==> config.mk <==
export PLATFORM = sky130hd
export DESIGN_NAME = fetch_unit
export DESIGN_NICKNAME = d
export VERILOG_FILES = /design/src/rtl/fetch_unit_pkg.sv /design/src/rtl/fetch_buffer.sv /design/src/rtl/fetch_unit.sv
export SDC_FILE = /design/constraint.sdc
export NUM_CORES = 1
export LEC_CHECK = 0
export CORE_ASPECT_RATIO = 1.1
export CORE_MARGIN = 5
export CORE_UTILIZATION = 40
export CTS_BUF_LIST = sky130_fd_sc_hd__clkbuf_8
export DETAILED_ROUTE_END_ITERATION = 8
export PLACE_DENSITY = 0.67
export SLEW_MARGIN = 40
export SYNTH_ARGS = -nofsm -noshare
export SYNTH_HDL_FRONTEND = slang
export SYNTH_SLANG_ARGS = --single-unit
==> constraint.sdc <==
create_clock -name clk -period 2.2 [get_ports clk]
set_input_delay 0.55 -clock clk [delete_from_list [all_inputs] [get_ports clk]]
set_output_delay 0.55 -clock clk [all_outputs]
set_load 0.05 [all_outputs]
==> src/rtl/fetch_unit_pkg.sv <==
// Shared decode-interface definitions: opcode constants, instruction width, fetch FSM states.
package common_def;

  localparam int INSTR_W = 12;
  localparam int OPC_W   = 4;

  localparam logic [OPC_W-1:0] NOP    = 4'h0;
  localparam logic [OPC_W-1:0] JUMP   = 4'h1;
  localparam logic [OPC_W-1:0] BRANCH = 4'h2;
  localparam logic [OPC_W-1:0] LI     = 4'h3;
  localparam logic [OPC_W-1:0] LOAD   = 4'h4;
  localparam logic [OPC_W-1:0] STOREL = 4'h5;
  localparam logic [OPC_W-1:0] STOREU = 4'h6;
  localparam logic [OPC_W-1:0] NOT    = 4'h7;

  typedef enum logic [1:0] {S_IDLE, S_REQ, S_WAIT, S_HALT} fetch_state_t;

  // Full instruction word for an opcode with all operand bits zero.
  function automatic logic [INSTR_W-1:0] op_word(input logic [OPC_W-1:0] opc);
    return {opc, {(INSTR_W-OPC_W){1'b0}}};
  endfunction

endpackage

==> src/rtl/fetch_buffer.sv <==
// Show-ahead instruction FIFO; flush empties it and takes precedence over push and pop.
module fetch_buffer #(
  parameter int             DEPTH       = 2,
  parameter int             W           = 20,
  parameter logic [W-1:0]   RESET_ENTRY = '0
) (
  input  logic                    clk,
  input  logic                    rst,
  input  logic                    push,
  input  logic                    pop,
  input  logic                    flush,
  input  logic [W-1:0]            din,
  output logic [$clog2(DEPTH):0]  count,
  output logic [W-1:0]            head
);

  localparam int AW = $clog2(DEPTH);

  logic [W-1:0]  entry [DEPTH];
  logic [AW-1:0] wr_ptr_reg;
  logic [AW-1:0] rd_ptr_reg;
  logic [AW:0]   count_reg;
  logic          do_push;
  logic          do_pop;

  assign do_push = push & ~flush;
  assign do_pop  = pop & ~flush;

  genvar gi;
  generate
    for (gi = 0; gi < DEPTH; gi++) begin : g_entry
      logic [W-1:0] entry_reg;
      always_ff @(posedge clk or posedge rst) begin
        if (rst) begin
          entry_reg <= RESET_ENTRY;
        end else if (do_push && (wr_ptr_reg == AW'(gi))) begin
          entry_reg <= din;
        end
      end
      assign entry[gi] = entry_reg;
    end
  endgenerate

  always_ff @(posedge clk or posedge rst) begin
    if (rst) begin
      wr_ptr_reg <= '0;
      rd_ptr_reg <= '0;
      count_reg  <= '0;
    end else if (flush) begin
      wr_ptr_reg <= '0;
      rd_ptr_reg <= '0;
      count_reg  <= '0;
    end else begin
      if (do_push) wr_ptr_reg <= wr_ptr_reg + AW'(1);
      if (do_pop)  rd_ptr_reg <= rd_ptr_reg + AW'(1);
      case ({do_push, do_pop})
        2'b10:   count_reg <= count_reg + (AW+1)'(1);
        2'b01:   count_reg <= count_reg - (AW+1)'(1);
        default: count_reg <= count_reg;
      endcase
    end
  end

  assign count = count_reg;
  assign head  = entry[rd_ptr_reg];

endmodule

==> src/rtl/fetch_unit.sv <==
// Instruction fetch: PC, single-outstanding imem reads, buffered valid/ready output, redirect flush.
// Define FETCH_PERF_EN to add the perf_fetched / perf_flushed counters.
module fetch_unit
  import common_def::*;
#(
  parameter int              PC_W      = 8,
  parameter int              BUF_DEPTH = 2,
  parameter logic [PC_W-1:0] RESET_PC  = '0
) (
  input  logic               clk,
  input  logic               rst,
  input  logic               fetch_en,
  input  logic               halt,
  output logic               imem_req,
  output logic [PC_W-1:0]    imem_addr,
  input  logic               imem_rvalid,
  input  logic [INSTR_W-1:0] imem_rdata,
  output logic               instr_valid,
  output logic [INSTR_W-1:0] instr,
  output logic [PC_W-1:0]    instr_pc,
  input  logic               instr_ready,
  input  logic               redirect_valid,
  input  logic [PC_W-1:0]    redirect_pc,
  output logic               busy
`ifdef FETCH_PERF_EN
  ,
  output logic [15:0]        perf_fetched,
  output logic [15:0]        perf_flushed
`endif
);

  localparam int CNT_W = $clog2(BUF_DEPTH) + 1;
  localparam int ENT_W = INSTR_W + PC_W;

  fetch_state_t      state_reg, state_next;
  logic [PC_W-1:0]   pc_reg, pc_next;
  logic [PC_W-1:0]   req_pc_reg, req_pc_next;
  logic              outstanding_reg, outstanding_next;
  logic              discard_reg, discard_next;

  logic [CNT_W-1:0]  count;
  logic [ENT_W-1:0]  head;
  logic              buf_nonempty;
  logic              space;
  logic              rsp;
  logic              issue;
  logic              push;
  logic              pop;

  assign buf_nonempty = (count != '0);
  assign space        = (count + CNT_W'(outstanding_reg)) < CNT_W'(BUF_DEPTH);
  assign rsp          = outstanding_reg & imem_rvalid;
  // A response landing this cycle frees the single request slot immediately.
  assign issue        = (state_reg == S_REQ) & ~redirect_valid & fetch_en & ~halt & space
                        & (~outstanding_reg | imem_rvalid);
  assign push         = rsp & ~discard_reg & ~redirect_valid;
  assign pop          = instr_valid & instr_ready;

  fetch_buffer #(
    .DEPTH       (BUF_DEPTH),
    .W           (ENT_W),
    .RESET_ENTRY ({op_word(NOP), RESET_PC})
  ) u_buf (
    .clk   (clk),
    .rst   (rst),
    .push  (push),
    .pop   (pop),
    .flush (redirect_valid),
    .din   ({imem_rdata, req_pc_reg}),
    .count (count),
    .head  (head)
  );

  always_ff @(posedge clk or posedge rst) begin
    if (rst) begin
      state_reg       <= S_IDLE;
      pc_reg          <= RESET_PC;
      req_pc_reg      <= RESET_PC;
      outstanding_reg <= 1'b0;
      discard_reg     <= 1'b0;
    end else begin
      state_reg       <= state_next;
      pc_reg          <= pc_next;
      req_pc_reg      <= req_pc_next;
      outstanding_reg <= outstanding_next;
      discard_reg     <= discard_next;
    end
  end

  always_comb begin
    state_next       = state_reg;
    pc_next          = pc_reg;
    req_pc_next      = req_pc_reg;
    outstanding_next = outstanding_reg;
    discard_next     = discard_reg;
    if (redirect_valid) begin
      pc_next = redirect_pc;
      if (rsp) begin
        outstanding_next = 1'b0;
        discard_next     = 1'b0;
      end else if (outstanding_reg) begin
        discard_next = 1'b1;
      end
      if (state_reg != S_IDLE) begin
        if (!fetch_en)  state_next = S_IDLE;
        else if (halt)  state_next = S_HALT;
        else            state_next = S_REQ;
      end
    end else begin
      if (rsp) begin
        outstanding_next = 1'b0;
        discard_next     = 1'b0;
      end
      if (issue) begin
        outstanding_next = 1'b1;
        discard_next     = 1'b0;
        req_pc_next      = pc_reg;
        pc_next          = pc_reg + PC_W'(1);
      end
      case (state_reg)
        S_IDLE:  if (fetch_en) state_next = S_REQ;
        S_REQ: begin
          if (!fetch_en)  state_next = S_IDLE;
          else if (halt)  state_next = S_HALT;
          else if (issue) state_next = S_WAIT;
        end
        S_WAIT:  if (rsp) state_next = halt ? S_HALT : S_REQ;
        S_HALT:  if (!halt) state_next = S_REQ;
        default: state_next = S_IDLE;
      endcase
    end
  end

  always_comb begin
    imem_req    = issue;
    imem_addr   = pc_reg;
    instr_valid = buf_nonempty & ~redirect_valid;
    instr       = head[ENT_W-1 -: INSTR_W];
    instr_pc    = head[PC_W-1:0];
    busy        = outstanding_reg | buf_nonempty;
  end

`ifdef FETCH_PERF_EN
  logic [15:0] perf_fetched_reg;
  logic [15:0] perf_flushed_reg;
  logic        flush_hit;

  // Only count redirects that actually throw away a live instruction.
  assign flush_hit = redirect_valid & (buf_nonempty | (outstanding_reg & ~discard_reg));

  always_ff @(posedge clk or posedge rst) begin
    if (rst) begin
      perf_fetched_reg <= '0;
      perf_flushed_reg <= '0;
    end else begin
      if (pop && (perf_fetched_reg != 16'hFFFF))
        perf_fetched_reg <= perf_fetched_reg + 16'd1;
      if (flush_hit && (perf_flushed_reg != 16'hFFFF))
        perf_flushed_reg <= perf_flushed_reg + 16'd1;
    end
  end

  assign perf_fetched = perf_fetched_reg;
  assign perf_flushed = perf_flushed_reg;
`endif

endmodule

## Word level (Yosys, flattened, before mapping)

Cells that the tools add are included.

- Output and inout port bits: 31
- Logic and storage cells: 92
- Input bits: 27
- Flip-flop bits (word level): 64

- Equal/unequal tests: 11
- Multiplexer cells: 30
- Bitwise logic cells: 20
- $lt $le $gt $ge: 2
- Reductions and logical operators: 13
- Add/subtract/negate cells: 6

Operator list:

| operator | count |
|---|---|
| $mux 20 | 3 |
| $mux 2 | 11 |
| $mux 8 | 2 |
| $and 1x1->1 | 12 |
| $mux 1 | 12 |
| $reduce_bool 2->1 | 5 |
| $ne 3x3->1 const B | 3 |
| $add 8x1->8 const B | 1 |
| $pmux 2 s4 | 1 |
| $eq 2x2->1 const B | 3 |
| $reduce_bool 3->1 | 2 |
| $ne 5x5->1 const B | 1 |
| $not 1->1 | 5 |
| $reduce_and 5->1 | 1 |
| $eq 2x1->1 const B | 2 |
| $pmux 2 s2 | 1 |
| $reduce_and 2->1 | 2 |
| $ne 3x1->1 const B | 1 |
| $add 1x1->1 const B | 2 |
| $add 2x1->2 | 1 |
| $add 2x1->2 const B | 1 |
| $ge 2x2->1 const B | 1 |
| $logic_and 1x1->1 | 2 |
| $logic_not 2->1 | 1 |
| 5 further kinds | 6 |

## Logic depth before layout (Yosys ltp)

Gate-level depths: netlist (run 1).

- Depth after elaboration: 11
- Gate-level depth with buffers: 8

## Cells and area by module

From an unflattened synthesis (run 1), not the netlist that was laid out.

- Cell total of the unflattened synthesis: 233
- Area total of the unflattened synthesis: 3100.5 µm²

By module, submodules not included:

| module | area an instance (µm²) | sequential area each (µm²) | times used | cells each |
|---|---|---|---|---|
| fetch_buffer | 1944.4 | 1101.1 | 1 | 126 |
| fetch_unit | 1156.1 | 500.5 | 1 | 107 |

## Worst setup path after synthesis (run 1)

No wires, ideal clock.

- Path type: input port to output port
- From: input redirect_valid
- To: output instr_valid
- Buffers on the path: 2
- Slack: 5 ps
- Data arrival time: 1645 ps
- Stages: 3
- Cells stage by stage: clkbuf_1 > clkbuf_1 > nor2_1

- Longest elaborated chain between the ends: 2

Ends and longest elaborated chain:

| element | line | source |
|---|---|---|
| start: declaration | fetch_unit.sv:22 | `input logic redirect_valid,` |
| $not 1->1 (no source line) | - |  |
| $and 1x1->1 | fetch_unit.sv:137 | `instr_valid = buf_nonempty & ~redirect_valid;` |
| end: declaration | fetch_unit.sv:18 | `output logic instr_valid,` |

No other way between the ends.

## Worst setup path after layout (run 1)

- From: input halt
- To: output imem_req

- Longest elaborated chain between the ends: 4

Ends and longest elaborated chain:

| element | line | source |
|---|---|---|
| start: declaration | fetch_unit.sv:13 | `input logic halt,` |
| $not 1->1 | fetch_unit.sv:54 | `assign issue = (state_reg == S_REQ) & ~redirect_valid & fetch_en & ~halt & space` |
| $and 1x1->1 (2 in series) | fetch_unit.sv:54 |  |
| $and 1x1->1 | fetch_unit.sv:55 | `& (~outstanding_reg \| imem_rvalid);` |
| end: declaration | fetch_unit.sv:14 | `output logic imem_req,` |

No other way between the ends.

==> summary.md, run 1 <==
| Metric | Value |
|---|---|
| Top delay family on crit path | `buffers and inverters` |
| Final number of setup-violating endpoints | `0` |
| Critical-path maximum fanout | `2` |
| Lkg Pwr | `about 2 nW` |
| Slew Limit Fails | `0` |
| Drc violations | `0` |
| Cell Area, Synth | `0.00303 mm^2` |
| Reg power frac | `37.7%` |
| Synth unique cells | `35` |
| Synth warnings | `0` |
| Reg2Reg Launch Point | `state_reg[1]$_DFFE_PP0P_` |
| CTS sink cnt | `64` |
| Total GRT Usage | `between 10 and 15%` |
| Number of max-cap violations | `0` |
| Die Span X | `between 90 and 100 um` |
| Worst Tran Pin Value | `0.513 ns` |
| Grt total ovfl | `0` |
| Arr. time, crit path | `approximately 1.6 ns` |
| Tmin final | `between 2 and 2.5 ns` |
| Max transition margin | `65.7%` |
| Seq/Total Area, Yosys | `a little over half` |
| Skew final | `about 0.0071 ns` |
| Via count | `2056` |
| Met1 usage | `between 10% and 20%` |
| Num CTS Buffers | `9` |
| Post-layout util | `a little over half` |
| Post-DP HPWL | `about 4200 um` |
| Multi-input logic area | `around 0.0014 mm^2` |
| Core area | `0.00743 mm^2` |
| Peak VDD IR | `343 uV` |
| Net Sw Frac | `38.7%` |
| TritonCTS clock tree | `built` |
| Max reg flops | `40` |
| IO Pins | `58` |
| Pre-Repair DR Iteration Count | `4` |
| Row count | `33` |
| Htree depth | `3` |
| CP Depth | `5` |
| Gate Count Post-Synth | `between 200 and 250` |
| Vias per std cell | `between 5 and 6` |
| Nets | `348` |
| Worst Setup Slack, final | `between 0.05 and 0.06 ns` |
| Pre-CTS setup slack | `-0.186 ns` |
| Max incr delay on CP | `approximately 0.41 ns` |
| Total routed wirelength | `between 6000 and 7000 um` |
| Chip height | `~100 um` |
| Starting Density | `between 40% and 50%` |
| Register bit total from synthesis | `64` |
| GPL Wtd Cong | `0.774` |
| Combinational fraction of design power | `a little over two fifths` |
| R2R setup slack | `between 0.3 and 0.4 ns` |
| Most used routing layer | `met2` |
| Crit share post-route | `97.6%` |
| Syn avg cell area | `~13 um^2` |
| Global Route met3 Usage | `under 10%` |
| Hold buffer count at CTS | `0` |
| R2R Path End | `imem_addr[6]$_DFFE_PP0P_` |
| Worst hold margin | `just under 0.5 ns` |
| P_sw | `~1.7 mW` |
| Antenna cells | `0` |
| Port buffer count | `57` |
| Sequence of cells on the critical path | `clkdlybuf4s50_1 > and3b_2 > o21ai_4 > nor2_4 > buf_12` |
| R2R cell count | `7` |
| Post-placement cell count | `~400` |
| Largest net degree at the start of global routing | `53` |
| # fillers | `around 660` |
| Hold/Removal Path Class | `input port to async pin` |
| Seq. cell area | `0.00160 mm^2` |
| Final cell count without fillers | `408` |
| Internal Dissipation | `2.74 mW` |
| Final Cell Area | `0.00405 mm^2` |
| Area grow syn2layout | `33.9%` |
| Initial antenna violation count | `0` |
| CTS Buffer Depth | `2` |
| Placement Cell Area | `0.00386 mm^2` |
| Worst setup EP type | `output pin` |
| Worst-path clk slew | `~0.070 ns` |
| Die Area | `0.00940 mm^2` |
| Mapped Nets | `265` |
| Root buf cell | `clkbuf_8` |
| Fmax | `466 MHz` |
| Outcome | `completed` |
| Clock latency at the later pin of the worst-skew pair | `0.32 ns` |
| Hold Fails Final Rpt | `0` |
| RSZ-0062 raised after global routing | `false` |
| Worst Setup Start Kind | `input port` |
| First-pass GRT wire length | `10500 um` |
| Vias in the first global route | `around 2200` |
| 1st-iter DRT viols | `60` |
| Met2 Use GR | `21.7%` |
| Share of cells above drive strength 1 | `44.5%` |
| Total power divided by cell area | `1100 mW/mm^2` |
| Buf/Inv on CP | `2` |
| Clock network fraction of design power | `a little under a fifth` |
| Slowest stage cell, crit path | `clkdlybuf4s50_1` |
| CP required | `1.65 ns` |
| Setup CP Type | `input port to output pin` |
| ANT nets after route | `0` |
| Avg WL per Cell | `between 10 and 15 um` |
==> per-stage QoR <==
stage | TNS (ns) | power (mW)
global placement | -4.80 | 3.61
CTS | 0 | 4.51
floorplan | 0 | 3.03
finish | 0 | 4.47
global route | 0 | 4.71
detailed placement | -6.73 | 3.63
==> cells in the final DEF (no fill, tap or decap), drive strengths merged, types with 3 or more instances in the layout <==
| master | instances |
|---|---|
| clkdlybuf4s50 | 26 |
| a21oi | 4 |
| mux2 | 69 |
| buf | 49 |
| nor2 | 10 |
| ha | 5 |
| nand2 | 12 |
| dfrtp | 64 |
| o22ai | 3 |
| dlymetal6s2s | 5 |
| and3 | 4 |
| inv | 9 |
| clkbuf | 10 |
| xor2 | 8 |
| o211ai | 3 |
| o21ai | 11 |
| nor2b | 4 |
| nand3 | 3 |
==> kinds of logic (layout without fill, tap and decap cells) <==
| family | after synthesis | after routing | share of synthesized area, % |
|---|---|---|---|
| DFF | 64 | 64 | 52.9 |
| and+or+nand+nor | 39 | 39 | 7.28 |
| muxes | 71 | 71 | 26.3 |
| xor gates and xnor gates | 9 | 9 | 2.61 |
| adders and majority gates | 5 | 5 | 2.07 |
| AOI/OAI and AO/OA | 29 | 29 | 6.62 |
| buffers and inverters | 16 | 104 | 2.15 |
==> synth_stat cells, drive strengths merged <==
master	number	area, um^2
mux2	69	777
dfrtp	64	1600
nand2	12	50.1
o21ai	11	66.3
nor2	10	52.6
xor2	8	70.1
clkbuf	6	22.5
inv	6	22.5
ha	5	62.6
a21oi	4	31.3
and3	4	25.0
buf	4	20.0
nor2b	4	25.0
nand3	3	15.0
o211ai	3	22.5
o22ai	3	18.8
a31oi	2	12.5
mux2i	2	20.0
a211oi	1	7.51
a22o	1	8.76
a22oi	1	7.51
and3b	1	8.76
and4	1	8.76
nand2b	1	13.8
nor3b	1	7.51
nor4	1	6.26
o2111ai	1	8.76
o221ai	1	8.76
o31ai	1	7.51
or4	1	7.51
xnor2	1	8.76
==> metal layers <==
layer  vias to the layer above  share of wire, %  wire length (um)
met5                         -                 0                 0
met4                         0               1.2                76
met3                         8               5.2               318
met2                        62                44              2660
met1                       988                50              3060
li1                        998                 -                 -
==> worst max path at each step <==
stage	start	end
2_1_floorplan	redirect_valid	instr_valid
3_3_place_gp	imem_rvalid	imem_req
3_5_place_dp	imem_rvalid	u_buf.g_entry[0].entry_reg[10]$_DFFE_PP0P_
4_1_cts	state_reg[1]$_DFFE_PP0P_	imem_req
5_1_grt	halt	imem_req
6_report	halt	imem_req
==> worst register-to-register path: stages, from the launching register on <==
cell	delay (ns)
dfrtp_1	0.40
inv_2	0.08
ha_2	0.19
and3b_2	0.23
o21ai_4	0.08
buf_4	0.14
or4_1	0.52
a31oi_1	0.17
==> power groups by stage <==
stage	combinational, mW	sequential, mW	clock (mW)
final	1.93	1.69	0.849
after global routing	2.05	1.73	0.922
after CTS	1.95	1.69	0.871
after detailed placement	1.92	1.71	0
after global placement	1.91	1.70	0
after floorplan	1.33	1.71	0
==> area by class of cell <==
class                           instances  area share (%)
Sequential cell                        64            39.5
Clock buffer                           10            3.40
Inverter                                6           0.556
Multi-Input combinational cell        153            33.8
Clock inverter                          6           0.710
Tap cell                               87            2.69
Timing Repair Buffer                   82            19.3
==> what timing repair did <==
| action | in CTS | in global routing |
|---|---|---|
| cloned | 0 | 0 |
| endpoints found under the setup margin | 1 | 5 |
| resized for setup | 4 | 6 |
| pin swaps | 2 | 1 |
| buffers inserted | 2 | 0 |
Note: power is estimated with default switching activity, not from simulation.
==> run 2: changes to the inputs <==
- CORE_UTILIZATION: 40 -> 48
- PLACE_DENSITY: 0.67 -> 0.78
==> run 2 against run 1 <==
  * Design area fell by 0.99%
  * Combinational power barely moved
  * Wire length fell by 0.65%
  * Non-clock buffer count fell by 3
  * Setup slack got worse by 0.024 ns
  * Count of clock-buffer cells in the layout rose by 1
  * Sequential share of layout area rose by 0.39 points
  * Flip-flop and latch count did not move
  * Global-route usage rose by 2.3 points
==> summary.md, run 2 (same netlist as run 1, synthesis figures left out) <==
| Metric | Value |
|---|---|
| Outcome | `completed` |
| Crit share post-route | `98.7% (+1.1 points)` |
| Worst setup EP type | `output pin` |
| Root buf cell | `clkbuf_8` |
| Hold Fails Final Rpt | `0 (unchanged)` |
| Most frequent cells in the layout | `69 x mux2_2, 64 x dfrtp_1, 40 x buf_4` |
| ANT nets after route | `0 (unchanged)` |
| Total routed wirelength | `6070 um (-0.65%)` |
| 1st-iter DRT viols | `94 (+57%)` |
| Slew Limit Fails | `0 (unchanged)` |
| Hold buffer count at CTS | `0 (unchanged)` |
| Number of max-cap violations | `0 (unchanged)` |
| # fillers | `498 (-24%)` |
| Tmin final | `2.17 ns (+0.0241 ns)` |
| Fmax | `461 MHz (-1.1%)` |
| Lkg Pwr | `1.93 nW (-1.3%)` |
| Die Area | `0.00799 mm^2 (-15%)` |
| Port buffer count | `57 (unchanged)` |
| Total power divided by cell area | `1120 mW/mm^2 (+1.3%)` |
| Worst hold margin | `0.502 ns (+0.0208 ns)` |
| Post-layout util | `65.2% (+11 points)` |
| Row count | `30 (-9.1%)` |
| Setup CP Type | `input port to output pin` |
| Drc violations | `0 (unchanged)` |
| Antenna cells | `0 (unchanged)` |
| CP required | `1.65 ns (about the same)` |
| Final number of setup-violating endpoints | `0 (unchanged)` |
| Worst-path clk slew | `0.07 ns (about the same)` |
| Max transition margin | `65.9% (+0.17 points)` |
| Avg WL per Cell | `15.3 um (+2.1%)` |
| R2R cell count | `7 (unchanged)` |
| Die Span X | `85.7 um (-7.8%)` |
| Total GRT Usage | `16.4% (+2.3 points)` |
| GPL Wtd Cong | `0.788 (+1.7%)` |
| CTS sink cnt | `64 (unchanged)` |
| Initial antenna violation count | `0 (unchanged)` |
| Pre-Repair DR Iteration Count | `4 (unchanged)` |
| RSZ-0062 raised after global routing | `true` |
| Nets | `345 (-0.86%)` |
| IO Pins | `58 (unchanged)` |
| Commonest non-fill, non-tap cell in the layout | `mux2_2` |
| Worst hold stages | `1` |
| Hold/Removal Path Class | `flip-flop to flip-flop` |
| First-pass GRT wire length | `10200 um (-3.0%)` |
| Via count | `2092 (+1.8%)` |
| Arr. time, crit path | `1.62 ns (+0.02 ns)` |
| Tot Pwr | `4.48 mW (+0.26%)` |
| Post-DP HPWL | `4390 um (+3.8%)` |
| TritonCTS clock tree | `built` |
| Worst Tran Pin Value | `0.510 ns (-0.00259 ns)` |
| Starting Density | `49.1% (+8.4 points)` |
| Clock latency at the later pin of the worst-skew pair | `0.33 ns (about the same)` |
| Grt total ovfl | `0 (unchanged)` |
| Share of cells above drive strength 1 | `44.2% (-0.38 points)` |
| Critical-path maximum fanout | `4 (+2)` |
| CTS Buffer Depth | `2 (unchanged)` |
| Area grow syn2layout | `32.6%` |
| Num CTS Buffers | `9 (unchanged)` |
| Largest net degree at the start of global routing | `29 (-45%)` |
| Core area | `0.00616 mm^2 (-17%)` |
| Worst Setup Start Kind | `input port` |
| Vias per std cell | `5.27 (+4.6%)` |
| Max reg flops | `40 (unchanged)` |
| Htree depth | `3 (unchanged)` |
| Chip height | `93.3 um (-7.9%)` |
| Vias in the first global route | `2159 (-1.1%)` |
| Peak VDD IR | `582 uV (+70%)` |
| Skew final | `0.00590 ns (-0.00115 ns)` |
[run 2: cell types whose count changed in the layout (fill, tap and decap cells not counted)]
cell | previous run | this run
buf_4 | 43 | 40
dlygate4sd2_1 | 2 | 4
inv_1 | 7 | 5
buf_12 | 6 | 5
clkbuf_8 | 10 | 11
dlymetal6s2s_1 | 5 | 4
[run 2: critical path: stages]
cell and delay, ns:
clkdlybuf4s50_1 0.47, and3b_2 0.23, o21ai_4 0.09, nor2_4 0.13
buf_12 0.15
[run 2: cell type report]
class	count	area, um^2	share of cell area, %
multi-input cells	153	1370	34.1
well taps	80	100	2.50
repair buffers	79	746	18.6
clock buffers	11	151	3.77
clock inverters	4	21.3	0.530
inverters	6	22.5	0.561
flip-flops and latches	64	1600	39.9
[run 2: timing repair]
| action | 4_1_cts | 5_1_grt |
|---|---|---|
| resized for setup | 7 | 4 |
| setup endpoints to repair | 3 | 5 |
| buffers inserted | 0 | 1 |
| endpoints found under the hold margin | 0 | 0 |
[run 2: power breakdown]
part           switching [mW]  leakage (nW)  internal [mW]  total [mW]
Combinational            1.09          1.00          0.807        1.90
Clock                   0.416        0.0924          0.456       0.872
Sequential              0.217         0.838           1.49        1.71
Total                    1.73          1.93           2.75        4.48
[run 2: path summary, 6_finish.rpt]
check / startpoint / endpoint / slack, ns
setup / recovery: fetch_en / imem_req / 0.03
hold / removal: u_buf.g_entry[0].entry_reg[2]$_DFFE_PP0P_ / u_buf.g_entry[0].entry_reg[2]$_DFFE_PP0P_ / 0.50
setup reg to reg: state_reg[1]$_DFFE_PP0P_ / state_reg[0]$_DFFE_PP0P_ / 0.37
hold reg to reg: u_buf.g_entry[0].entry_reg[2]$_DFFE_PP0P_ / u_buf.g_entry[0].entry_reg[2]$_DFFE_PP0P_ / 0.50
max in group asynchronous: rst / u_buf.g_entry[1].entry_reg[11]$_DFFE_PP0P_ / 1.14
min in group asynchronous: rst / u_buf.g_entry[1].entry_reg[14]$_DFFE_PP0P_ / 0.55
[run 2: per-stage QoR]
step	worst slack [ns]	std cells	setup TNS, ns	cell area, um^2
detailed placement	-0.172	381	-6.32	3820
floorplan	0.00506	233	0	3030
CTS	0.00846	396	0	3990
global route	-0.0365	397	-0.0365	4010
global placement	-0.158	381	-5.21	3820
finish	0.0291	397	0	4010
[run 2: routing by layer]
metal / vias up / routed length [um] / track usage [%]
met2: 58 / 2920 / 26.2
met4: 0 / 68 / 6.73
met1: 1028 / 2720 / 21.3
met3: 6 / 362 / 4.05
li1: 1000 / - / -
met5: - / 0 / 0
==> run 3: changes to the inputs <==
- CORE_UTILIZATION: 48 -> 47
- CTS_BUF_LIST: sky130_fd_sc_hd__clkbuf_8 -> unset
- PLACE_DENSITY: 0.78 -> 0.76
==> run 3 against run 2 <==
  * Combinational power about the same
  * Fmax down 0.41%
  * Design area up 1.5%
  * Count of clock-buffer cells in the layout down 2
  * Total power up 5.1%
  * Utilization up 0.20 points
  * Sequential power about the same
  * Via count up 0.48%
  * Highest routed layer unchanged
  * Largest cell class unchanged
  * Die area up 1.9%
  * Critical path depth unchanged
==> summary.md, run 3 (same netlist as run 1, synthesis figures left out) <==
| Metric | Value |
|---|---|
| CTS sink cnt | `64 (unchanged)` |
| Area grow syn2layout | `34.6%` |
| Top sig layer | `met4` |
| Max reg flops | `40 (unchanged)` |
| Via count | `2102 (+0.48%)` |
| ANT nets after route | `0 (unchanged)` |
| Tmin final | `2.18 ns (+0.00895 ns)` |
| Core area | `0.00623 mm^2 (+1.2%)` |
| Nets | `346 (+0.29%)` |
| Outcome | `completed` |
| Arr. time, crit path | `1.63 ns (about the same)` |
| Setup CP Type | `input port to output pin` |
| Peak VDD IR | `524 uV (-9.9%)` |
| Tot Pwr | `4.71 mW (+5.1%)` |
| Commonest non-fill, non-tap cell in the layout | `mux2_2` |
| Number of max-cap violations | `0 (unchanged)` |
| Critical Path Start | `halt` |
| Worst setup EP type | `output pin` |
| CTS Buffer Depth | `2 (unchanged)` |
| Largest net degree at the start of global routing | `31 (+6.9%)` |
| Initial antenna violation count | `0 (unchanged)` |
| Reg2Reg Launch Point | `state_reg[0]$_DFFE_PP0P_` |
| Post-layout util | `65.4% (+0.20 points)` |
| Post-DP HPWL | `4460 um (+1.7%)` |
| Lkg Pwr | `1.93 nW (-0.33%)` |
| Sequence of cells on the critical path | `clkdlybuf4s50_1 > and3b_2 > o21ai_4 > nor2_4 > buf_12` |
| Hold Fails Final Rpt | `0 (unchanged)` |
| Hold/Removal Path Class | `flip-flop to flip-flop` |
| Die Span X | `86.5 um (+0.93%)` |
| Row count | `30 (unchanged)` |
| Die Area | `0.00814 mm^2 (+1.9%)` |
| R2R Path End | `state_reg[0]$_DFFE_PP0P_` |
| Pre-CTS setup slack | `-0.159 ns (+0.0130 ns)` |
| Root buf cell | `clkbuf_8` |
| Drc violations | `0 (unchanged)` |
| Port buffer count | `57 (unchanged)` |
| GPL Wtd Cong | `0.792 (+0.58%)` |
| Most frequent cells in the layout | `69 x mux2_2, 64 x dfrtp_1, 42 x buf_4` |
| Fin Setup TNS | `0 ns (unchanged)` |
| Metal2 WL | `3230 um (+11%)` |
| Vias per std cell | `5.27 (about the same)` |
| Chip height | `94.1 um (+0.94%)` |
| Vias in the first global route | `2104 (-2.5%)` |
| Skew final | `0.0106 ns (+0.00471 ns)` |
| R2R setup slack | `0.31 ns (-0.06 ns)` |
| Total GRT Usage | `16.4% (-0.022 points)` |
| IO Pins | `58 (unchanged)` |
| First-pass GRT wire length | `10200 um (+0.26%)` |
| Antenna cells | `0 (unchanged)` |
| Clock latency at the later pin of the worst-skew pair | `0.34 ns (about the same)` |
| Pre-Repair DR Iteration Count | `4 (unchanged)` |
| 1st-iter DRT viols | `77 (-18%)` |
| Worst Tran Pin Value | `0.502 ns (-0.00867 ns)` |
| Num CTS Buffers | `9 (unchanged)` |
| Grt total ovfl | `0 (unchanged)` |
| Hold Startpoint | `u_buf.g_entry[1].entry_reg[4]$_DFFE_PP0P_` |
| Avg WL per Cell | `15.5 um (+1.4%)` |
| Fmax | `459 MHz (-0.41%)` |
| Final number of setup-violating endpoints | `0 (unchanged)` |
| Max transition margin | `66.5% (+0.58 points)` |
| Share of cells above drive strength 1 | `45.5% (+1.3 points)` |
| R2R cell count | `6 (-1)` |
| TritonCTS clock tree | `built` |
| Crit share post-route | `99.1% (+0.41 points)` |
| Critical-path maximum fanout | `4 (unchanged)` |
| Worst hold stages | `1 (unchanged)` |
| Routed length on met1 | `2570 um (-5.7%)` |
| Worst-path clk slew | `0.06 ns (about the same)` |
| Slew Limit Fails | `0 (unchanged)` |
| Total routed wirelength | `6190 um (+1.9%)` |
| Hold path endpoint | `u_buf.g_entry[1].entry_reg[4]$_DFFE_PP0P_` |
| # fillers | `520 (+4.4%)` |
| Placement Cell Area | `0.00383 mm^2 (+0.20%)` |
| Worst Setup Start Kind | `input port` |
| Slowest stage cell, crit path | `clkdlybuf4s50_1` |
| Met3 routed WL | `271 um (-25%)` |
| Total power divided by cell area | `1160 mW/mm^2 (+3.5%)` |
| Starting Density | `48.6% (-0.59 points)` |
| RSZ-0062 raised after global routing | `true` |
| CP required | `1.65 ns (about the same)` |
| Htree depth | `3 (unchanged)` |
| Final Cell Area | `0.00407 mm^2 (+1.5%)` |
| Worst Setup Slack, final | `0.0202 ns (-0.00895 ns)` |
| Max incr delay on CP | `0.41 ns (-0.06 ns)` |
-- run 3: cell count changes in the layout (fill, tap and decap cells not counted), moves of 2 or more --
| cell | change |
|---|---|
| buf_4 | +2 |
| bufinv_16 | +2 |
| clkbuf_8 | -2 |
| dlymetal6s2s_1 | -3 |
-- run 3: worst max-delay path by stage --
stage                                                      to  slack [ns]  cells past startpoint
global placement                     state_reg[0]$_DFFE_PP0P_       -0.11                      7
finish                                               imem_req        0.02                      5
floorplan                                         instr_valid       0.005                      3
CTS                                                  imem_req        0.02                      6
detailed placement  u_buf.g_entry[0].entry_reg[0]$_DFFE_PP0P_       -0.16                      6
global route                                         imem_req      -0.007                      6
-- run 3: timing repair --
action                                  in CTS  in global routing
pin swaps                                    1                  2
resized for setup                            8                  2
endpoints found under the setup margin       5                  2
hold buffers                                 0                  0
setup buffers                                1                  1
-- run 3: report_power, final --
part / internal, mW / total [mW] / leakage [nW] / switching, mW
Clock: 0.637 / 1.09 / 0.106 / 0.455
Sequential: 1.49 / 1.71 / 0.838 / 0.216
Combinational: 0.804 / 1.91 / 0.983 / 1.11
-- run 3: layer usage --
metal	global-route usage (%)	vias to the layer above
met3	4.12	10
met1	20.5	1050
met5	0	-
li1	-	994
met2	26.7	48
met4	7.01	0
-- run 3: critical path: cells and delay by family --
kind	cells	cell delay [ns]
AO/OA/AOI/OAI	1	0.08
AND/OR/NAND/NOR	2	0.44
buffers and inverters	2	0.56
-- run 3: final cells by class --
| cell class | count | area (um^2) | area share (%) |
|---|---|---|---|
| sequential | 64 | 1600 | 39.3 |
| multi-input combinational | 153 | 1380 | 33.9 |
| timing repair buffer | 80 | 752 | 18.5 |
| clock buffer | 9 | 124 | 3.04 |
| tap | 80 | 100 | 2.46 |
| clock inverter | 7 | 93.8 | 2.30 |
| inverter | 6 | 22.5 | 0.553 |
-- run 3: stage by stage --
| stage | cells | hold slack, ns |
|---|---|---|
| after floorplan | 233 | 0.474 |
| after global placement | 381 | 0.481 |
| after detailed placement | 381 | 0.487 |
| after CTS | 398 | 0.501 |
| after global routing | 399 | 0.511 |
| final | 399 | 0.502 |
